### src/rtl/arch_pkg.sv
// arch_pkg: shared types for the memory bus arbiter (sizes, FSM states, latched bus request).
package arch_pkg;
   localparam int BUS_AW = 64;
   localparam int BUS_DW = 64;
   typedef enum logic [2:0] {SZ_B, SZ_H, SZ_W, SZ_D} msize_t;
   typedef enum logic [2:0] {IDLE, BUSY_I, BUSY_D, RESP_I, RESP_D} arb_state_t;
   typedef struct packed {
      logic              write;
      logic [BUS_AW-1:0] addr;
      msize_t            size;
      logic [7:0]        strobe;
      logic [BUS_DW-1:0] wdata;
   } bus_req_t;
endpackage

### src/rtl/mem_bus_arbiter.sv
// mem_bus_arbiter: shares one memory bus between instruction fetch and the data port,
// one transaction at a time, with fetch-kill support for redirects.
module mem_bus_arbiter
   import arch_pkg::*;
#(
   parameter int ADDR_W = 64,
   parameter int DATA_W = 64,
   parameter bit RR_EN  = 1'b0
) (
   input  logic              clk,
   input  logic              rst_n,
   input  logic              ireq_valid,
   input  logic [ADDR_W-1:0] ireq_addr,
   input  logic              ikill,
   output logic              iresp_ok,
   output logic [31:0]       iresp_data,
   input  logic              dreq_valid,
   input  logic              dreq_write,
   input  logic [ADDR_W-1:0] dreq_addr,
   input  logic [2:0]        dreq_size,
   input  logic [7:0]        dreq_strobe,
   input  logic [DATA_W-1:0] dreq_wdata,
   output logic              dresp_ok,
   output logic [DATA_W-1:0] dresp_data,
   output logic              bus_valid,
   output logic              bus_write,
   output logic [ADDR_W-1:0] bus_addr,
   output logic [2:0]        bus_size,
   output logic [7:0]        bus_strobe,
   output logic [DATA_W-1:0] bus_wdata,
   input  logic              bus_ok,
   input  logic [DATA_W-1:0] bus_data
);
   arb_state_t        state, state_nx;
   bus_req_t          req, req_nx;
   logic              last_d, drop, ia2, fv, grant, grant_d;
   logic [31:0]       idata;
   logic [DATA_W-1:0] ddata;

   // Data wins unless fetch is alone, or round-robin says it is fetch's turn.
   function automatic logic pick_d(input logic f, input logic d, input logic ld);
      return d & (~f | (RR_EN ? ~ld : 1'b1));
   endfunction

   assign fv      = ireq_valid & ~ikill;
   assign grant_d = pick_d(fv, dreq_valid, last_d);

   always_comb begin
      state_nx = state;
      grant    = 1'b0;
      case (state)
         IDLE: begin
            grant    = fv | dreq_valid;
            state_nx = grant ? (grant_d ? BUSY_D : BUSY_I) : IDLE;
         end
         BUSY_I:  state_nx = bus_ok ? RESP_I : BUSY_I;
         BUSY_D:  state_nx = bus_ok ? RESP_D : BUSY_D;
         default: state_nx = IDLE;
      endcase
      req_nx.write  = grant_d & dreq_write;
      req_nx.addr   = grant_d ? BUS_AW'(dreq_addr) : BUS_AW'(ireq_addr);
      req_nx.size   = grant_d ? msize_t'(dreq_size) : SZ_W;
      req_nx.strobe = (grant_d & dreq_write) ? dreq_strobe : 8'h00;
      req_nx.wdata  = grant_d ? BUS_DW'(dreq_wdata) : '0;
   end

   always_ff @(posedge clk or negedge rst_n) begin
      if (!rst_n) state <= IDLE;
      else state <= state_nx;
   end

   always_ff @(posedge clk or negedge rst_n) begin
      if (!rst_n) begin
         req       <= '0;
         bus_valid <= 1'b0;
         last_d    <= 1'b0;
         drop      <= 1'b0;
         ia2       <= 1'b0;
         idata     <= '0;
         ddata     <= '0;
      end else begin
         if (grant) begin
            req       <= req_nx;
            bus_valid <= 1'b1;
            last_d    <= grant_d;
            ia2       <= ireq_addr[2];
         end
         if ((state == BUSY_I || state == BUSY_D) && bus_ok) bus_valid <= 1'b0;
         if (state == BUSY_I && bus_ok) idata <= ia2 ? bus_data[63:32] : bus_data[31:0];
         if (state == BUSY_D && bus_ok) ddata <= bus_data;
         // A kill in BUSY_I lets the bus finish but poisons the response.
         if (state == IDLE) drop <= 1'b0;
         else if (state == BUSY_I && ikill) drop <= 1'b1;
      end
   end

   assign iresp_ok   = (state == RESP_I) & ~drop & ~ikill;
   assign dresp_ok   = (state == RESP_D);
   assign iresp_data = idata;
   assign dresp_data = ddata;
   assign bus_write  = req.write;
   assign bus_addr   = req.addr[ADDR_W-1:0];
   assign bus_size   = req.size;
   assign bus_strobe = req.strobe;
   assign bus_wdata  = req.wdata[DATA_W-1:0];
endmodule

### config.mk
export PLATFORM = sky130hd
export DESIGN_NAME = mem_bus_arbiter
export DESIGN_NICKNAME = d
export VERILOG_FILES = /design/src/rtl/arch_pkg.sv /design/src/rtl/mem_bus_arbiter.sv
export SDC_FILE = /design/constraint.sdc
export NUM_CORES = 1
export LEC_CHECK = 0
export ABC_AREA = 0
export CAP_MARGIN = 0
export CORE_AREA = 2 2 199 201
export CTS_CLUSTER_DIAMETER = 50
export DETAILED_ROUTE_END_ITERATION = 7
export DIE_AREA = 0 0 201 203
export GPL_TIMING_DRIVEN = 0
export REMOVE_ABC_BUFFERS = 1
export SLEW_MARGIN = 20
export SYNTH_ARGS = -nofsm -noshare
export SYNTH_HDL_FRONTEND = slang
export SYNTH_SLANG_ARGS = --single-unit
### constraint.sdc
create_clock -name clk -period 2.8 [get_ports clk]
set_input_delay 0.28 -clock clk [delete_from_list [all_inputs] [get_ports clk]]
set_output_delay 0.28 -clock clk [all_outputs]
set_load 0.02 [all_outputs]
==> Word level (Yosys, flattened, before mapping) <==
Cells that the tools add are included.
W data, S select, Z words.
{ "op_classes": {"n_eq_ne": 4, "n_mux": 15, "bitwise": 7, "reduce_logical": 8} }
{ "ops": {"columns": ["operator", "n"], "rows": [
  ["$mux W64", 2],
  ["$mux W32", 1],
  ["$pmux W3 S3", 1],
  ["$mux W8", 1],
  ["$eq A3 B2 Y1 const B", 2],
  ["$mux W2", 3],
  ["$mux W3", 2],
  ["$mux W1", 5],
  ["$and A1 B1 Y1", 4],
  ["$logic_and A1 B1 Y1", 4],
  ["$reduce_bool A2 Y1", 2],
  ["$eq A3 B1 Y1 const B", 1],
  ["$eq A3 B3 Y1 const B", 1],
  ["$logic_not A3 Y1", 1],
  ["$not A1 Y1", 2],
  ["$logic_or A1 B1 Y1", 1],
  ["$or A1 B1 Y1", 1]
]} }
{ "word_totals": {"reg_bits": 242, "input_bits": 274, "out_inout_bits": 239, "elab_cells": 45} }

==> Logic depth before layout (Yosys ltp) <==
Gate-level depths: netlist (run 1).
{ "depth": {"ltp_word": 6, "mapped_depth": 6, "ltp_nobuf": 3} }

==> Worst setup path before layout (run 1) <==
Ideal clock, no wire load.
{ "synth_path": {"path_kind": "flip-flop to flip-flop", "start": "register state[0]", "end": "register ddata[15], in the netlist dresp_data[15]", "setup_time_ns": 0.127, "t_arrival_ns": 1.497, "required_ns": 2.673, "path_slack_ns": 1.175, "path_stages_with_launch": 6, "path_buffers": 3, "period_less_slack_ns": 1.625, "cell_sequence": "dfrtp_1 buf_2 nor4bb_4 buf_4 buf_6 mux2_1"} }
{ "synth_between": {"elab_chain_cells": 2} }
{ "synth_lines": {"columns": ["element", "line_no", "rtl"], "rows": [
  ["start: declaration", "mem_bus_arbiter.sv:34", "arb_state_t state, state_nx;"],
  ["start signal: assignment", "mem_bus_arbiter.sv:69", "else state <= state_nx;"],
  ["$eq A3 B2 Y1", "mem_bus_arbiter.sv:90", "if (state == BUSY_D && bus_ok) ddata <= bus_data;"],
  ["$logic_and A1 B1 Y1", "mem_bus_arbiter.sv:90", null],
  ["end signal: assignment", "mem_bus_arbiter.sv:90", null],
  ["end: declaration", "mem_bus_arbiter.sv:38", "logic [DATA_W-1:0] ddata;"]
]} }
No other way between the ends.
A chain may end at the register's enable or synchronous reset.

==> Final worst setup path (run 1) <==
{ "layout_path": {"start": "register state[0]", "end": "output iresp_ok"} }
{ "layout_between": {"elab_chain_cells": 3} }
{ "layout_lines": {"columns": ["element", "line_no", "rtl"], "rows": [
  ["$eq A3 B2 Y1", "mem_bus_arbiter.sv:97", "assign iresp_ok = (state == RESP_I) & ~drop & ~ikill;"],
  ["$and A1 B1 Y1 (2 in series)", "mem_bus_arbiter.sv:97", null],
  ["end: declaration", "mem_bus_arbiter.sv:15", "output logic iresp_ok,"]
]} }
No other way between the ends.

==> results of run 1 <==
[state kept, by name, indices dropped and copies added (netlist names)]
| signal | cells |
|---|---|
| drop | 1 |
| ia2 | 1 |
| bus_size | 3 |
| bus_wdata | 64 |
| state | 3 |
| dresp_data | 64 |
| bus_valid | 1 |
| iresp_data | 32 |
| bus_write | 1 |
| bus_strobe | 8 |
| bus_addr | 64 |
[final timing paths]
check                      cells past startpoint                    endpoint                  startpoint
min                                            3     bus_size[1]$_DFFE_PN0P_                dreq_size[1]
max                                            3                    iresp_ok          state[0]$_DFF_PN0_
max reg2reg                                    7   bus_strobe[0]$_DFFE_PN0P_          state[0]$_DFF_PN0_
max in group asynchronous                      3   bus_wdata[63]$_DFFE_PN0P_                       rst_n
min in group asynchronous                      2  dresp_data[52]$_DFFE_PN0P_                       rst_n
min reg2reg                                    1  dresp_data[29]$_DFFE_PN0P_  dresp_data[29]$_DFFE_PN0P_
[worst max-delay path, delay by kind of cell, from the launching register on]
family        cells  cell delay, ps
buf+inv           1             730
flops             1             620
simple gates      2             340
[cell type report]
cell class / instances / area [um^2]
well taps: 518 / 648
diodes: 3 / 7.51
clock buffers: 52 / 1080
inverters: 1 / 3.75
multi-input cells: 386 / 3740
repair buffers: 538 / 5520
flip-flops and latches: 242 / 6060
fillers: 3539 / 21300
clock inverters: 14 / 156
[synth_stat cells, drive strengths merged]
| library cell | number |
|---|---|
| o21ai | 1 |
| nor4b | 1 |
| a21o | 1 |
| inv | 1 |
| a2111oi | 1 |
| a22o | 74 |
| a2bb2oi | 1 |
| nor2b | 3 |
| nand2 | 1 |
| and4bb | 1 |
| mux2i | 32 |
| buf | 43 |
| o21a | 3 |
| nor2 | 35 |
| nor4bb | 1 |
| mux2 | 193 |
| a21oi | 33 |
| nor3 | 2 |
| clkbuf | 8 |
| nor3b | 1 |
| and2 | 1 |
| nor4 | 1 |
| dfrtp | 242 |
[logic make-up (layout without fill, tap and decap cells)]
logic type,after synthesis,count (layout),synth area share (%)
DFF,242,242,59.9
muxes,225,225,25.7
buffers and inverters,52,605,3.22
other,0,3,0
AOI/OAI and AO/OA,114,114,8.58
and+or+nand+nor,47,47,2.54
[what timing repair did]
action,4_1_cts,5_1_grt
setup endpoints to repair,0,3
setup buffers,0,4
endpoints found under the hold margin,75,0
hold buffers,1,0
[per-layer routing]
| metal | vias to the layer above | routed length (um) | share of wire [%] |
|---|---|---|---|
| li1 | 3548 | - | - |
| met1 | 3833 | 12900 | 39 |
| met2 | 305 | 16900 | 51 |
| met3 | 56 | 2450 | 7.4 |
| met4 | 0 | 939 | 2.8 |
| met5 | - | 0 | 0 |
[power by group]
part           total [uW]  internal [uW]  switching (uW)
Combinational        9990           5300            4690
Sequential           6260           5240            1010
Clock                4580           2910            1670
Total               20800          13400            7380
[placed cells by master, fill, tap and decap left out, types with 2 or more instances in the layout]
master           count
inv_8                2
mux2_1              40
clkinvlp_4           5
clkbuf_1             7
clkbuf_8             6
clkdlybuf4s50_1    510
buf_8                2
nor2b_1              3
mux2_2             125
a22o_1              74
bufinv_16            2
clkinv_2             2
mux2i_1             32
inv_6                3
o21a_1               2
mux2_4              28
a21oi_1             33
dfrtp_1            241
buf_16               7
buf_4                9
diode_2              3
clkbuf_16           39
nor2_1              35
buf_6                8
[through the flow]
step                      hold WS [ps]  utilization, %  area (um^2)  instances
final                              325            44.8        17200       1754
after global routing               317            44.7        17200       1752
after CTS                          302            44.7        17200       1747
after detailed placement           326            41.4        15900       1680
after global placement             465            40.4        15600       1659
after floorplan                  -15.6               -         9780        629
==> results.sh, run 1 <==
export IMPL_outcome="finished, final reports clean"
export IMPL_setup_tns_ps=0
export IMPL_cts_tree="yes"
export IMPL_cts_buffer_depth=3
export IMPL_worst_pin_slew_ps=834
export IMPL_setup_ws_ps=322
export IMPL_power_total_uw=20800
export IMPL_io_pins=513
export IMPL_synth_area_leaders="dfrtp_1 (60%), mux2_2 (14%), a22o_1 (6.4%)"
export IMPL_pre_cts_ws_ps=-233
export IMPL_drt_iter0_drc=313
export IMPL_peakVddDrop_mv=0.537
export IMPL_io_buffers=512
export IMPL_dieWidth_um=201
export IMPL_groute_layer_met3_usage_pct=4.88
export IMPL_synth_top_cell_by_area="dfrtp_1"
export IMPL_crit_path_top_delay_cell="clkdlybuf4s50_1"
export IMPL_netlist_area_um2=10100
export IMPL_worstSetupPathType="reg -> out"
export IMPL_vias_per_cell=4.41
export IMPL_clk_latency_ps=510
export IMPL_grt_antenna_before_repair=2
export IMPL_crit_fanout=9
export IMPL_grt_pass1_wl_mm=50.3
export IMPL_slew_headroom_pct=44.4
export IMPL_max_stage_delay_ps=730
export IMPL_cts_buffers=37
export IMPL_cp_data_required_time_ps=2520
export IMPL_p_leak_uw=0.00718
export IMPL_fp_dieArea_um2=40800
export IMPL_gr_total_overflow=0
export IMPL_fin_crit_sh_pct=88.5
export IMPL_synth_warning_count=0
export IMPL_top_usage_layer="met2"
export IMPL_ys_ff_latch=242
export IMPL_drt_pass1_iterations=4
export IMPL_syn_avg_cell_area_um2=14.9
export IMPL_clk_pin_slew_worst_paths_ps=60
export IMPL_grt_max_degree=91
export IMPL_cellPowerDensity_nw_per_um2=1210
export IMPL_area_delta_synth_final_pct=70.4
export IMPL_fmaxAchievable_mhz=404
export IMPL_routed_wl_mm=33.2
export IMPL_post_route_min_period_ps=2480
export IMPL_finalHoldViolCount=0
export IMPL_gp_congestion=0.786
export IMPL_grt_usage_pct=15.8
export IMPL_cts_num_sinks=242
export IMPL_cts_resized=0
export IMPL_grt_pass1_vias=8303
export IMPL_design_core_area_um2=38500
export IMPL_setup_viol=0
export IMPL_htree_levels=2
export IMPL_synthCells=680
export IMPL_ff2ff_setup_slack_ps=510
export IMPL_nets=1480
export IMPL_slew_viol_final=0
export IMPL_rows=72
export IMPL_initial_utilization_pct=26.3
export IMPL_crit_arrival_ps=2200
export IMPL_drc_errors=0
export IMPL_wire_per_inst_um=18.9
export IMPL_fin_skew_ps=13.1
export IMPL_hp_class="in -> reg"
export IMPL_yosysUniqueCellTypes=32
export IMPL_rsz0062_at_grt="false"
export IMPL_seq_area_frac_synth_pct=59.9
export IMPL_worstPathCellList="nand2_1 -> nor4_1 -> clkdlybuf4s50_1"
export IMPL_grt_met1_usage_pct=18.2
export IMPL_startpoint_type="flop"
export IMPL_drive_gt1_share_pct=20.0
export IMPL_synth_top_area_share_pct=59.9
export IMPL_end_kind="output pin"
export IMPL_die_h_um=203
export IMPL_dpl_hpwl_mm=24.8
export IMPL_postRouteAntennaNets=0
export IMPL_drv_cap=0
export IMPL_cts_root_buf="clkbuf_16"
export IMPL_num_vias=7742
export IMPL_use_met2_pct=27.6
(Power assumes the default switching activity.)
==> inputs of run 2 (changes only) <==
Settings changed: CELL_PAD_IN_SITES_DETAIL_PLACEMENT set to 0, CELL_PAD_IN_SITES_GLOBAL_PLACEMENT set to 1, CORE_AREA 2 2 199 201 to 2 2 200 202, DIE_AREA 0 0 201 203 to 0 0 202 204, PLACE_DENSITY_LB_ADDON set to 0.1.
==> run 2 against run 1 <==
Effect of this change: first-iteration DRC count is 16% lower; combinational power is 0.6% lower; maximum frequency is 2.7% higher; largest cell class unchanged; clock power is 10% higher; flip-flop and latch count stayed put; register-to-register slack worse by 30 ps; critical endpoint unchanged; sequential power hardly changed; cell count is 0.40% higher; clock skew is 0.79 ps lower; non-clock buffer count is 5 lower; largest power group unchanged; highest routed layer is now met5; core utilization is 0.58 points lower.
==> results.sh, run 2 (synthesis gave the netlist of run 1 again) <==
export IMPL_dpl_hpwl_mm=26.3
export IMPL_holdWs_ps=193
export IMPL_fin_crit_sh_pct=86.2
export IMPL_crit_arrival_ps=2130
export IMPL_clk_pin_slew_worst_paths_ps=50
export IMPL_ff2ff_setup_slack_ps=480
export IMPL_slew_headroom_pct=45.6
export IMPL_rows=73
export IMPL_startpoint_type="flop"
export IMPL_setup_viol=0
export IMPL_drt_pass1_iterations=4
export IMPL_worstSetupPathType="reg -> out"
export IMPL_post_route_min_period_ps=2410
export IMPL_fmaxAchievable_mhz=414
export IMPL_drc_errors=0
export IMPL_path_depth=3
export IMPL_cts_root_buf="clkbuf_16"
export IMPL_drive_gt1_share_pct=20.1
export IMPL_io_pins=513
export IMPL_area_delta_synth_final_pct=71.3
export IMPL_grt_antenna_before_repair=3
export IMPL_grt_pass1_wl_mm=52.1
export IMPL_htree_levels=2
export IMPL_postCtsSetupRepairBufs=0
export IMPL_crit_fanout=9
export IMPL_pre_cts_ws_ps=163
export IMPL_design_core_area_um2=39200
export IMPL_nets=1478
export IMPL_worstPathCellList="nand2_1 -> nor4_1 -> clkdlybuf4s50_1"
export IMPL_hp_class="in -> async"
export IMPL_io_buffers=512
export IMPL_routed_wl_mm=35.3
export IMPL_cts_tree="yes"
export IMPL_end_kind="output pin"
export IMPL_clk_latency_ps=530
export IMPL_wire_per_inst_um=20.1
export IMPL_grt_pass1_vias=8178
export IMPL_rr_worst_depth=4
export IMPL_setup_tns_ps=0
export IMPL_critPathLaunch="state[0]$_DFF_PN0_"
export IMPL_dp_cells=1686
export IMPL_drv_cap=0
export IMPL_finalHoldViolCount=0
export IMPL_postRouteAntennaNets=0
export IMPL_rsz0062_at_grt="false"
export IMPL_critPathBufInv=1
export IMPL_layout_cells_non_filler=1761
export IMPL_peakVddDrop_mv=0.553
export IMPL_cts_num_sinks=242
export IMPL_cts_buffer_depth=3
export IMPL_timing_rr_end="dresp_data[12]$_DFFE_PN0P_"
export IMPL_fin_skew_ps=12.3
export IMPL_grt_usage_pct=16.8
export IMPL_setup_ws_ps=386
export IMPL_p_leak_uw=0.00723
export IMPL_endpoint="iresp_ok"
export IMPL_cts_resized=0
export IMPL_final_common_cell="clkdlybuf4s50_1"
export IMPL_worstReg2RegStart="state[0]$_DFF_PN0_"
export IMPL_gp_congestion=0.762
export IMPL_n_fill_cell=3590
export IMPL_outcome="finished, final reports clean"
export IMPL_cp_data_required_time_ps=2520
export IMPL_drt_iter0_drc=264
export IMPL_num_vias=7604
export IMPL_slew_viol_final=0
export IMPL_cts_buffers=40
export IMPL_power_total_uw=21300
export IMPL_crit_path_top_delay_cell="clkdlybuf4s50_1"
export IMPL_cp_top_family="buffers and inverters"
export IMPL_initial_utilization_pct=25.8
export IMPL_gr_total_overflow=0
export IMPL_vias_per_cell=4.32
export IMPL_max_stage_delay_ps=710
export IMPL_die_h_um=204
export IMPL_final_cell_mix="clkdlybuf4s50_1 (510), dfrtp_1 (241), mux2_2 (125)"
export IMPL_dieWidth_um=202
export IMPL_worst_pin_slew_ps=815
export IMPL_cellPowerDensity_nw_per_um2=1230
export IMPL_grt_max_degree=85
export IMPL_fp_dieArea_um2=41200
-- run 2: cell types whose count changed in the layout (fill, tap and decap cells not counted), moves of 2 or more --
cell        before  now
buf_4            9    7
clkinvlp_4       5    2
clkbuf_16       39   41
clkinv_4         0    2
clkbuf_8         6    4
bufinv_16        2    5
diode_2          3    1
clkinv_2         2    8
buf_6            8    4
-- run 2: how the worst min path moves through the flow --
stage	from	to	slack [ps]	cells after the start
2_1_floorplan	rst_n	bus_addr[0]$_DFFE_PN0P_	-20	0
3_3_place_gp	dresp_data[34]$_DFFE_PN0P_	dresp_data[34]$_DFFE_PN0P_	470	1
3_5_place_dp	rst_n	bus_addr[2]$_DFFE_PN0P_	140	1
4_1_cts	rst_n	bus_addr[2]$_DFFE_PN0P_	170	2
5_1_grt	rst_n	bus_addr[2]$_DFFE_PN0P_	190	2
6_report	rst_n	bus_addr[2]$_DFFE_PN0P_	190	2
-- run 2: metrics by stage --
stage | utilization (%) | cell area, um^2
floorplan | - | 9780
detailed placement | 40.7 | 15900
finish | 44.2 | 17300
global placement | 39.7 | 15600
global route | 44.2 | 17300
CTS | 44.2 | 17300
-- run 2: metal layers --
metal / global-route usage, % / up-vias / part of all wire (%)
met2: 29.0 / 321 / 49
met5: 0 / - / 0.068
met4: 5.02 / 4 / 2.3
met3: 6.68 / 58 / 9.4
met1: 19.1 / 3682 / 39
li1: - / 3539 / -
-- run 2: layout make-up --
cell class	count	area, um^2	share of cell area [%]
Clock buffer	52	1110	6.40
Multi-Input combinational cell	386	3740	21.6
Tap cell	525	657	3.79
Clock inverter	21	260	1.50
Inverter	1	3.75	0.0217
Antenna cell	1	2.50	0.0145
Sequential cell	242	6060	35.0
Timing Repair Buffer	533	5480	31.6
-- run 2: worst register-to-register path, delay by kind of cell, from the launching register on --
kind / cells / cell delay [ps]
buffers and inverters: 2 / 560
AND/OR/NAND/NOR: 1 / 760
flip-flops: 1 / 520
multiplexers: 1 / 350
-- run 2: what timing repair did --
action | in CTS | in global routing
endpoints found under the hold margin | 242 | 0
setup endpoints to repair | 0 | 0
hold buffers | 1 | 0
-- run 2: power breakdown --
group	leakage (uW)	internal (uW)	switching (uW)
clock	0.000672	3270	1790
sequential	0.00291	5240	1050
combinational	0.00365	5240	4680
